$ cat src/rtl/cpu_types_pkg.sv
// Shared CPU datapath types: word type, ALU operation codes, operand-B source,
// destination-register select and the EX/MEM data-request state encoding.
package cpu_types_pkg;

  localparam int WORD_W = 32;

  typedef logic [WORD_W-1:0] word_t;

  typedef enum logic [3:0] {
    ALU_SLL,
    ALU_SRL,
    ALU_ADD,
    ALU_SUB,
    ALU_AND,
    ALU_OR,
    ALU_XOR,
    ALU_NOR,
    ALU_SLT,
    ALU_SLTU
  } aluop_t;

  typedef enum logic [1:0] {
    SRC_RDAT2,
    SRC_SEXT,
    SRC_ZEXT,
    SRC_SHAMT
  } aluSrc_t;

  typedef enum logic [1:0] {
    DEST_RT,
    DEST_RD,
    DEST_R31,
    DEST_RSVD
  } regDest_t;

  typedef enum logic [1:0] {
    EXMEM_IDLE,
    EXMEM_REQ,
    EXMEM_DONE
  } exmem_state_t;

endpackage

$ cat src/rtl/alu.sv
// Combinational integer ALU. Shifts move operand a by the low bits of b.
// Overflow is reported for signed add/subtract only; callers may ignore it.
module alu
  import cpu_types_pkg::*;
#(
  parameter int WORD_W = 32
) (
  input  aluop_t            aluop,
  input  logic [WORD_W-1:0] a,
  input  logic [WORD_W-1:0] b,
  output logic [WORD_W-1:0] result,
  output logic              zero,
  output logic              overflow
);

  localparam int SH_W = $clog2(WORD_W);

  logic signed [WORD_W-1:0] sa;
  logic signed [WORD_W-1:0] sb;

  assign sa = $signed(a);
  assign sb = $signed(b);

  // Operation select and signed overflow detection
  always_comb begin
    result   = '0;
    overflow = 1'b0;
    case (aluop)
      ALU_SLL:  result = a << b[SH_W-1:0];
      ALU_SRL:  result = a >> b[SH_W-1:0];
      ALU_ADD: begin
        result   = a + b;
        overflow = (sa[WORD_W-1] == sb[WORD_W-1]) && (result[WORD_W-1] != sa[WORD_W-1]);
      end
      ALU_SUB: begin
        result   = a - b;
        overflow = (sa[WORD_W-1] != sb[WORD_W-1]) && (result[WORD_W-1] != sa[WORD_W-1]);
      end
      ALU_AND:  result = a & b;
      ALU_OR:   result = a | b;
      ALU_XOR:  result = a ^ b;
      ALU_NOR:  result = ~(a | b);
      ALU_SLT:  result = {{(WORD_W-1){1'b0}}, (sa < sb)};
      ALU_SLTU: result = {{(WORD_W-1){1'b0}}, (a < b)};
      default:  result = '0;
    endcase
  end

  assign zero = (result == '0);

endmodule

$ cat src/rtl/ex_mem_stage.sv
// Execute stage and EX/MEM latch: ALU, branch decision/target, destination
// select, and the single-shot data-cache request handshake. WORD_W must match
// cpu_types_pkg::WORD_W.
module ex_mem_stage
  import cpu_types_pkg::*;
#(
  parameter int WORD_W = 32,
  parameter int REG_W  = 5
) (
  input  logic              CLK,
  input  logic              nRST,
  input  logic              ihit,
  input  logic              dhit,
  input  logic              flush,
  input  logic              freeze,
  input  logic [WORD_W-1:0] rdat1_in,
  input  logic [WORD_W-1:0] rdat2_in,
  input  logic [WORD_W-1:0] next_pc_in,
  input  logic [WORD_W-1:0] shamt_in,
  input  logic [15:0]       imm_in,
  input  aluop_t            ALUOp_in,
  input  logic [1:0]        aluSrc_in,
  input  logic [1:0]        RegDest_in,
  input  logic [REG_W-1:0]  rt_in,
  input  logic [REG_W-1:0]  rd_in,
  input  logic              pcSrc_in,
  input  logic              bne_in,
  input  logic              jal_in,
  input  logic              lui_in,
  input  logic              memToReg_in,
  input  logic              RegWrite_in,
  input  logic              dREN_in,
  input  logic              dWEN_in,
  input  logic              halt_in,
  input  logic [WORD_W-1:0] dmemload,
  input  logic [WORD_W-1:0] instruction_in,
  output logic              dmemREN,
  output logic              dmemWEN,
  output logic [WORD_W-1:0] dmemaddr,
  output logic [WORD_W-1:0] dmemstore,
  output logic              mem_stall,
  output logic              br_taken_out,
  output logic [WORD_W-1:0] br_target_out,
  output logic [WORD_W-1:0] alu_out,
  output logic [WORD_W-1:0] load_out,
  output logic [WORD_W-1:0] next_pc_out,
  output logic [REG_W-1:0]  wsel_out,
  output logic              RegWrite_out,
  output logic              memToReg_out,
  output logic              halt_out,
  output logic [WORD_W-1:0] instruction_out
);

  exmem_state_t state;
  exmem_state_t state_next;

  logic [WORD_W-1:0] b_ex;
  logic [WORD_W-1:0] alu_raw_ex;
  logic [WORD_W-1:0] result_ex;
  logic [WORD_W-1:0] target_ex;
  logic [REG_W-1:0]  wsel_ex;
  logic              zero_ex;
  logic              ovf_ex;
  logic              br_taken_ex;
  logic              mem_op_ex;
  logic              req_active;
  logic              advance;
  logic              unused_ovf;

  logic [WORD_W-1:0] alu_p0;
  logic [WORD_W-1:0] store_p0;
  logic [WORD_W-1:0] npc_p0;
  logic [WORD_W-1:0] tgt_p0;
  logic [WORD_W-1:0] instr_p0;
  logic [WORD_W-1:0] load_p0;
  logic [REG_W-1:0]  wsel_p0;
  logic              rw_p0;
  logic              m2r_p0;
  logic              dren_p0;
  logic              dwen_p0;
  logic              halt_p0;
  logic              br_p0;

  // Operand B source select
  always_comb begin
    b_ex = rdat2_in;
    case (aluSrc_t'(aluSrc_in))
      SRC_RDAT2: b_ex = rdat2_in;
      SRC_SEXT:  b_ex = {{(WORD_W-16){imm_in[15]}}, imm_in};
      SRC_ZEXT:  b_ex = {{(WORD_W-16){1'b0}}, imm_in};
      SRC_SHAMT: b_ex = shamt_in;
      default:   b_ex = rdat2_in;
    endcase
  end

  alu #(.WORD_W(WORD_W)) u_alu (
    .aluop    (ALUOp_in),
    .a        (rdat1_in),
    .b        (b_ex),
    .result   (alu_raw_ex),
    .zero     (zero_ex),
    .overflow (ovf_ex)
  );

  // Arithmetic overflow never traps in this pipeline
  assign unused_ovf = ovf_ex;

  // Final result: lui and jal override the ALU; zero still comes from the raw ALU value
  always_comb begin
    result_ex = alu_raw_ex;
    if (lui_in)
      result_ex = {imm_in, {(WORD_W-16){1'b0}}};
    else if (jal_in)
      result_ex = next_pc_in;
  end

  // Destination register select; the reserved encoding writes r0
  always_comb begin
    wsel_ex = '0;
    case (regDest_t'(RegDest_in))
      DEST_RT:   wsel_ex = rt_in;
      DEST_RD:   wsel_ex = rd_in;
      DEST_R31:  wsel_ex = '1;
      default:   wsel_ex = '0;
    endcase
  end

  assign br_taken_ex = pcSrc_in & (zero_ex ^ bne_in);
  assign target_ex   = next_pc_in + {{(WORD_W-18){imm_in[15]}}, imm_in, 2'b00};

  // A flushed op enters as a bubble and never issues a memory request
  assign mem_op_ex  = ~flush & (dREN_in | dWEN_in);
  assign req_active = (state == EXMEM_REQ);
  assign mem_stall  = req_active & ~dhit;
  assign advance    = ihit & ~mem_stall;

  // Request FSM next state; a completing request may hand straight over to the next one
  always_comb begin
    state_next = state;
    if (!freeze) begin
      case (state)
        EXMEM_IDLE, EXMEM_DONE: begin
          if (advance)
            state_next = mem_op_ex ? EXMEM_REQ : EXMEM_IDLE;
        end
        EXMEM_REQ: begin
          if (dhit) begin
            if (advance)
              state_next = mem_op_ex ? EXMEM_REQ : EXMEM_IDLE;
            else
              state_next = EXMEM_DONE;
          end
        end
        default: state_next = EXMEM_IDLE;
      endcase
    end
  end

  // Request FSM state register
  always_ff @(posedge CLK) begin
    if (!nRST)
      state <= EXMEM_IDLE;
    else
      state <= state_next;
  end

  // EX/MEM latch: freeze holds everything, otherwise load on advance and capture load data on dhit
  always_ff @(posedge CLK) begin
    if (!nRST) begin
      alu_p0   <= '0;
      store_p0 <= '0;
      npc_p0   <= '0;
      tgt_p0   <= '0;
      instr_p0 <= '0;
      load_p0  <= '0;
      wsel_p0  <= '0;
      rw_p0    <= 1'b0;
      m2r_p0   <= 1'b0;
      dren_p0  <= 1'b0;
      dwen_p0  <= 1'b0;
      halt_p0  <= 1'b0;
      br_p0    <= 1'b0;
    end else if (!freeze) begin
      if (req_active && dhit && dren_p0)
        load_p0 <= dmemload;
      if (advance) begin
        alu_p0   <= result_ex;
        store_p0 <= rdat2_in;
        npc_p0   <= next_pc_in;
        tgt_p0   <= target_ex;
        wsel_p0  <= wsel_ex;
        m2r_p0   <= memToReg_in;
        if (flush) begin
          rw_p0    <= 1'b0;
          dren_p0  <= 1'b0;
          dwen_p0  <= 1'b0;
          br_p0    <= 1'b0;
          instr_p0 <= '0;
        end else begin
          rw_p0    <= RegWrite_in;
          dren_p0  <= dREN_in;
          dwen_p0  <= dWEN_in;
          br_p0    <= br_taken_ex;
          instr_p0 <= instruction_in;
          halt_p0  <= halt_p0 | halt_in;
        end
      end
    end
  end

  assign dmemREN         = req_active & dren_p0;
  assign dmemWEN         = req_active & dwen_p0;
  assign dmemaddr        = alu_p0;
  assign dmemstore       = store_p0;
  assign br_taken_out    = br_p0;
  assign br_target_out   = tgt_p0;
  assign alu_out         = alu_p0;
  assign load_out        = load_p0;
  assign next_pc_out     = npc_p0;
  assign wsel_out        = wsel_p0;
  assign RegWrite_out    = rw_p0;
  assign memToReg_out    = m2r_p0;
  assign halt_out        = halt_p0;
  assign instruction_out = instr_p0;

endmodule

$ cat config.mk
export PLATFORM = sky130hd
export DESIGN_NAME = ex_mem_stage
export DESIGN_NICKNAME = d
export VERILOG_FILES = /design/src/rtl/cpu_types_pkg.sv /design/src/rtl/alu.sv /design/src/rtl/ex_mem_stage.sv
export SDC_FILE = /design/constraint.sdc
export NUM_CORES = 1
export LEC_CHECK = 0
export BUFFER_PORTS_ARGS = -buffer_cell sky130_fd_sc_hd__buf_2
export CAP_MARGIN = 5
export CORE_AREA = 2 2 221 267
export DETAILED_ROUTE_END_ITERATION = 7
export DIE_AREA = 0 0 223 269
export GPL_ROUTABILITY_DRIVEN = 1
export PLACE_DENSITY_LB_ADDON = 0.15
export SETUP_SLACK_MARGIN = 0.4
export SLEW_MARGIN = 15
export SYNTH_ARGS = -nofsm -noshare
export SYNTH_HDL_FRONTEND = slang
export SYNTH_SLANG_ARGS = --single-unit
$ cat constraint.sdc
create_clock -name CLK -period 11.9 [get_ports CLK]
set_input_delay 2.975 -clock CLK [delete_from_list [all_inputs] [get_ports CLK]]
set_output_delay 2.975 -clock CLK [all_outputs]
set_load 0.005 [all_outputs]
==> results of run 1 <==
-- routing by layer --
layer	track usage (%)	routed length (microns)	vias up
li1	-	-	10700
met1	39.8	41800	11200
met2	59.0	51000	1125
met3	4.39	7140	219
met4	15.5	5250	0
met5	0	0	-
-- Yosys cell counts, drive strengths merged (59+ instances only) --
master / number / area [sq um]
nor2: 208 / 793
buf: 82 / 528
a211oi: 59 / 463
dfxtp: 203 / 4060
nand2: 444 / 1670
nand3: 83 / 415
ha: 124 / 1550
clkbuf: 152 / 571
mux2i: 152 / 1590
a21oi: 335 / 1680
nor3: 59 / 295
inv: 107 / 402
o21ai: 126 / 631
-- cell type report --
| cell class | instances | share of cell area [%] |
|---|---|---|
| tap | 742 | 4.01 |
| clock buffer | 26 | 2.48 |
| sequential | 203 | 17.5 |
| inverter | 109 | 1.79 |
| clock inverter | 10 | 0.551 |
| antenna | 2 | 0.0216 |
| multi-input combinational | 2266 | 62.2 |
| timing repair buffer | 510 | 11.4 |
-- cell usage in the layout (no fill, tap or decap), drive strengths merged, types with 26 or more instances in the layout --
cell type and n:
mux2i 152, nor2 208, o21a 28, xnor2 57
dfxtp 203, o22ai 38, nor3 59, a21o 42
o21ai 126, a22oi 41, buf 510, nand2b 37
a21oi 335, ha 124, clkbuf 26, nand2 444
or3 27, inv 107, o211ai 56, nand3 83
a211oi 59
-- cells by family (layout without fill, tap and decap cells) --
| group | after synthesis | in the layout | share of synthesized area (%) |
|---|---|---|---|
| AO/OA/AOI/OAI | 908 | 908 | 29.4 |
| XOR/XNOR | 71 | 71 | 3.16 |
| flip-flops | 203 | 203 | 20.4 |
| AND/OR/NAND/NOR | 987 | 987 | 22.3 |
| buffers and inverters | 343 | 655 | 7.56 |
| adder cells (fa/ha/maj) | 126 | 126 | 7.98 |
| multiplexers | 174 | 174 | 9.20 |
| other | 0 | 2 | 0 |
-- per-stage QoR --
step | worst slack [ns] | cells | hold WS, ns | util (%) | total power, mW
after CTS | 3.05 | 3866 | 0.450 | 40.2 | 2.47
final | 2.93 | 3868 | 0.450 | 40.2 | 2.48
after global routing | 2.53 | 3867 | 0.465 | 40.2 | 2.58
after global placement | 2.54 | 3830 | 0.433 | 38.9 | 1.78
after detailed placement | 2.53 | 3830 | 0.440 | 38.9 | 1.78
after floorplan | 3.80 | 2812 | 0.427 | - | 1.39
-- registers in the layout, summed over array words and instances, names as in the netlist --
signal	flops
memToReg_out	1
RegWrite_out	1
dwen_p0	1
state	2
instruction_out	32
wsel_out	5
br_target_out	30
next_pc_out	32
halt_out	1
load_out	32
dmemstore	32
br_taken_out	1
alu_out	32
dren_p0	1
-- worst max-delay path: cells and delay by family --
family                   cells  cell delay [ns]
AO/OA/AOI/OAI                9             2.95
XOR/XNOR                     2             0.50
adder cells (fa/ha/maj)      2             0.55
buffers and inverters        4             1.54
AND/OR/NAND/NOR              4             0.82
-- power groups by stage --
stage / combinational (mW) / sequential, mW / clock [mW]
after floorplan: 0.650 / 0.740 / 0
after global placement: 1.04 / 0.742 / 0
after detailed placement: 1.04 / 0.744 / 0
after CTS: 1.04 / 0.728 / 0.700
after global routing: 1.13 / 0.731 / 0.723
final: 1.07 / 0.728 / 0.684
-- worst paths after layout --
kind              slack, ns                              from                          endpoint  cells after the start
setup / recovery       2.93                      aluSrc_in[1]         br_taken_out$_SDFFE_PN0P_                     21
hold / removal         0.45  instruction_out[27]$_SDFFE_PN0P_  instruction_out[27]$_SDFFE_PN0P_                      2
setup reg to reg       8.98             state[1]$_SDFFE_PN0P_          alu_out[26]$_SDFFE_PN0P_                      7
hold reg to reg        0.45  instruction_out[27]$_SDFFE_PN0P_  instruction_out[27]$_SDFFE_PN0P_                      2
==> metrics.md, run 1 <==
| Metric | Value |
|---|---|
| Clock edge transition at the registers on the reported setup and hold paths | 0.06 ns |
| Fillers | 6166 |
| Cts hold-fix bufs | 0 |
| DRT Pass-1 Iters | 7 |
| Max-slew headroom | 17.7% |
| Sequential-to-total area share from yosys stat | 20.4% |
| Startpoint types | primary input |
| WL per Instance | ~27 microns |
| Yosys warning count | 0 |
| Post-synth cell types | 93 |
| Die Wd | between 200 and 250 microns |
| CTS Root Cell | clkbuf_16 |
| Largest net degree at the start of global routing | 112 |
| Peak VDD IR | 0.0844 mV |
| Vias after detailed routing | roughly 23000 |
| Placed inst area | 22500 sq um |
| Overall die height | 269 microns |
| Area of the multi-input gates | 14400 sq um |
| Final GP Congestion | ~1.0 |
| Crit Path Max Fanout | 45 |
| CTS Sinks | 203 |
| Int Pwr | around 1.5 mW |
| WS Path Type | in2reg |
| Total CTS buffers | 20 |
| Min Tclk post-route | around 9 ns |
| Core Footprint | between 50000 and 60000 sq um |
| HPWL after DPL | approximately 84000 microns |
| CTS tree | done |
| H-tree depth | 1 |
| Fmax | 0.112 GHz |
| Die area | about 60000 sq um |
| Initial drt markers | between 2000 and 2500 |
| Vias per cell | 6.02 |
| Post-CTS setup buffer count | 0 |
| Primary FF master, synth | dfxtp_1 |
| Final period util | roughly three quarters |
| Layout cells sized above 1 | 19.9% |
| Number of I/O pins | roughly 480 |
| DRC errors left | 0 |
| Register Area | 4060 sq um |
| Area growth syn-to-layout | 16.1% |
| Comb power frac | between 40% and 50% |
| Post-synth EDFFs | 0 |
| Reg power frac | a little under 30% |
| Synth Instances | 2812 |
| Starting Density | between 30% and 40% |
| Syn Area/Cell | 7.09 sq um |
| Worst Hold Class | reg2reg |
| First-pass GRT wire length | 149000 microns |
| GRT Util Overall | 33.2% |
| Clock latency on the worst-skew pair | roughly 0.50 ns |
| Switching power | 1.01 mW |
| CTS max path bufs | 3 |
| Final instance area | 23200 sq um |
| CP max stage delay | around 0.86 ns |
| Slowest-stage cell, CP | o41ai_1 |
| Final WL | 105000 microns |
| #FFs+latches synth | approximately 200 |
| Fin. Hold Viols | 0 |
| Final Max Slew Viols | 0 |
| Worst Path Required | 12.29 ns |
| Vias in the first global route | 22000 |
| Rows | 97 |
| Max_cap viols | 0 |
| Final setup viols | 0 |
| TNS Setup | 0 ns |
| Initial antenna violation count | 6 |
| Run status | complete, no violations |
| Critical Path AT | 9.35 ns |
| Clk_skew | 0.0117 ns |
| Post-synthesis cell area | between 15000 and 20000 sq um |
| CTS resizes | 0 |
| Syn Nets | 3179 |
| Static Leakage | 10.2 nW |
| CP Cell Sequence | buf_2 > buf_4 > or3_4 > o211ai_4 > inv_2 > ha_1 > inv_1 > ha_1 > a31oi_1 > a211o_1 > a211o_1 > a21oi_1 > o21ai_1 > o41ai_1 > a221oi_1 > xnor2_1 > nor2_1 > nor4bb_1 > nand3_1 > xnor2_1 > a32o_1 |
| Count of input and output buffers | approximately 480 |
| Pwr Density | roughly 110 nW/um^2 |
| Global route overflow | 0 |
| RSZ-0062 raised after global routing | no |
| Worst-Margin Slew | 1.23 ns |
| Asr flop ratio synth | 0% |
| Clock network power share | 27.6% |
| CP Capture Type | flop |
| Sw Share | 40.9% |
| Nets | 3477 |
| Routed Antenna Nets | 0 |
Power figures use the tool's default switching activity.
==> inputs of run 2 (changes only) <==
Settings changed: ABC_AREA set to 1, CORE_AREA 2 2 221 267 to 2 2 216 260, DIE_AREA 0 0 223 269 to 0 0 218 262.
Clock period 11.9 ns to 8.1 ns, I/O delays scaled along.
==> metrics.md, run 2 <==
| Metric | Value |
|---|---|
| Critical path buffers and inverters | 5 |
| CTS tree | done |
| Overall die height | 262 microns |
| Sequential-to-total area share from yosys stat | between 20% and 30% |
| Clock edge transition at the registers on the reported setup and hold paths | 0.06 ns |
| TNS Setup | 0 ns |
| Die area | 57100 sq um |
| Peak VDD IR | between 0.1 and 0.15 mV |
| Post-synth cell types | 58 |
| H-tree depth | 1 |
| CP max stage delay | around 0.80 ns |
| Critical Path AT | 6.99 ns |
| Most frequent cells in the layout | 670 x nand2_1, 485 x nor2_1, 475 x buf_2 |
| Largest family of logic cells by synthesized area | simple AND/OR/NAND/NOR gates |
| Startpoint types | primary input |
| Synth Instances | between 3000 and 4000 |
| DRC errors left | 0 |
| Count of input and output buffers | 476 |
| Synth top area share | 21.5% |
| Most common cell after layout, fill and taps aside | nand2_1 |
| Core Footprint | around 55000 sq um |
| Largest net degree at the start of global routing | 86 |
| CTS Sinks | 203 |
| Final period util | 81.2% |
| Total CTS buffers | 24 |
| Worst r2r path cells | 14 |
| Die Wd | 218 microns |
| CTS Root Cell | clkbuf_16 |
| Placed Cells | 4233 |
| RSZ-0062 raised after global routing | no |
| Final WL | approximately 95000 microns |
| Post-CTS setup buffer count | 0 |
| Post-Synth Simple-Gate Area | a little over a third |
| CP Capture Type | flop |
| Routed Antenna Nets | 0 |
| Starting Density | 34.7% |
| Post-synthesis cell area | 18900 sq um |
| Area of the multi-input gates | 12800 sq um |
| WS Path Type | in2reg |
| Max-slew headroom | 30.2% |
| Proportion of synthesized area in mux cells | 0% |
| Vias in the first global route | between 20000 and 25000 |
| CP Cell Sequence | buf_2 > inv_1 > a21oi_1 > inv_1 > nand2_1 > o21a_1 > inv_1 > ha_1 > inv_1 > a21o_1 > a21boi_0 > nor2_1 > a2111oi_0 > nand3_1 > nand3_1 > nand2_1 > nor2_1 > nand2_1 > nor2_1 > nand3_1 > nand2_1 > nand2_1 > nand2_1 > a21oi_2 |
| CTS resizes | 0 |
| Max_cap viols | 0 |
| Global route overflow | 0 |
| Clock latency on the worst-skew pair | between 0.5 and 0.6 ns |
| Non-Filler Instances | 4281 |
| Cell mode on critical path | nand2_1 |
| Final Max Slew Viols | 0 |
| Fillers | 6296 |
| Fin. Hold Viols | 0 |
| GRT Util Overall | 31.8% |
| WHS Path Cells | 2 |
| Synth top area cells | dfxtp_1 21%, nand2_1 13%, nand3_1 11% |
| Hold WS | around 0.46 ns |
| Post-synth EDFFs | 0 |
| Static Leakage | roughly 11 nW |
| DRT Pass-1 Iters | 6 |
| HPWL after DPL | 77400 microns |
| Syn Nets | 3578 |
| Final GP Congestion | between 1 and 1.5 |
| Layout cells sized above 1 | between 10% and 20% |
| Nets | just under 4000 |
| Yosys warning count | 0 |
| Crit Path Max Fanout | 17 |
| Critical Path Stages | 24 |
| CP top delay family | compound AO/OA/AOI/OAI gates |
| Primary FF master, synth | dfxtp_1 |
| Initial antenna violation count | 9 |
| Cell taking the most area after synthesis | dfxtp_1 |
| Clk_skew | 0.00994 ns |
| Area growth syn-to-layout | 18.1% |
| First-pass GRT wire length | 138000 microns |
| Worst Hold Class | reg2reg |
| Rows | 94 |
| Register Area | 4060 sq um |
| WL per Instance | around 22 microns |
| Pwr Density | 166 nW/um^2 |
| Most numerous cell in the Yosys netlist | nand2_1 |
| Vias after detailed routing | 23400 |
| Slowest-stage cell, CP | a2111oi_0 |
| #FFs+latches synth | 203 |
| Worst-Margin Slew | around 1.0 ns |
| Vias per cell | 5.46 |
| Fmax | approximately 0.15 GHz |
| Pwr Total | 3.72 mW |
| Syn Area/Cell | roughly 5.9 sq um |
| Min Tclk post-route | around 6.6 ns |
| Cts hold-fix bufs | 0 |
| Post-synthesis compound-gate area fraction | 20.8% |
| Run status | complete, no violations |
| Asr flop ratio synth | 0% |
| Initial drt markers | 2406 |
| Top cells by count, synth | 670 x nand2_1, 490 x nor2_1, 401 x nand3_1, 297 x inv_1, 270 x o21ai_0 |
| Adder-Cell Fraction of Synth Area | 8.40% |
| Synth Area in XOR/XNOR | 1.48% |
| Worst Path Required | 8.51 ns |
| CTS max path bufs | 3 |
| Number of I/O pins | 477 |
| Final setup viols | 0 |
## run 2: worst paths after layout
| check | slack [ns] | endpoint | from |
|---|---|---|---|
| max | 1.52 | br_taken_out$_SDFFE_PN0P_ | imm_in[15] |
| min reg2reg | 0.46 | instruction_out[16]$_SDFFE_PN0P_ | instruction_out[16]$_SDFFE_PN0P_ |
| max reg2reg | 4.75 | halt_out$_SDFFE_PN0P_ | state[0]$_SDFFE_PN0P_ |
| min | 0.46 | instruction_out[16]$_SDFFE_PN0P_ | instruction_out[16]$_SDFFE_PN0P_ |
## run 2: final cells by class
class,instances,area share (%)
Antenna cell,4,0.0448
Clock buffer,31,3.03
Clock inverter,13,0.823
Inverter,308,5.24
Multi-Input combinational cell,2500,57.1
Sequential cell,203,18.2
Tap cell,720,4.03
Timing Repair Buffer,502,11.5
## run 2: cell families after synthesis
kind of cell | after synthesis
AO/OA/AOI/OAI | 695
flip-flops | 203
AND/OR/NAND/NOR | 1647
adder cells (fa/ha/maj) | 126
buffers and inverters | 508
XOR/XNOR | 32
## run 2: worst min-delay path, stage by stage, from the launching register on
cell     delay, ns
dfxtp_1       0.31
nand2_1       0.06
a21oi_1       0.05
## run 2: power by group
part	total (mW)	switching [mW]	internal [mW]	leakage, nW
clock network	1.19	0.464	0.722	0.420
registers	1.08	0.0314	1.05	1.66
logic	1.45	1.01	0.436	9.39
## run 2: per-layer routing
layer,wire length [microns],GRT usage (%),up-vias
li1,-,-,11300
met3,7050,4.18,201
met5,9,0,-
met4,4170,13.1,2
met2,45000,53.2,1025
met1,39200,41.2,10900
## run 2: metrics by stage
step / instance area [sq um] / worst slack (ns) / util, %
finish: 22400 / 1.52 / 41.0
global route: 22400 / 1.35 / 41.0
CTS: 22400 / 1.66 / 41.0
detailed placement: 21500 / 1.10 / 39.4
global placement: 21500 / 1.12 / 39.4
floorplan: 18900 / 2.83 / -
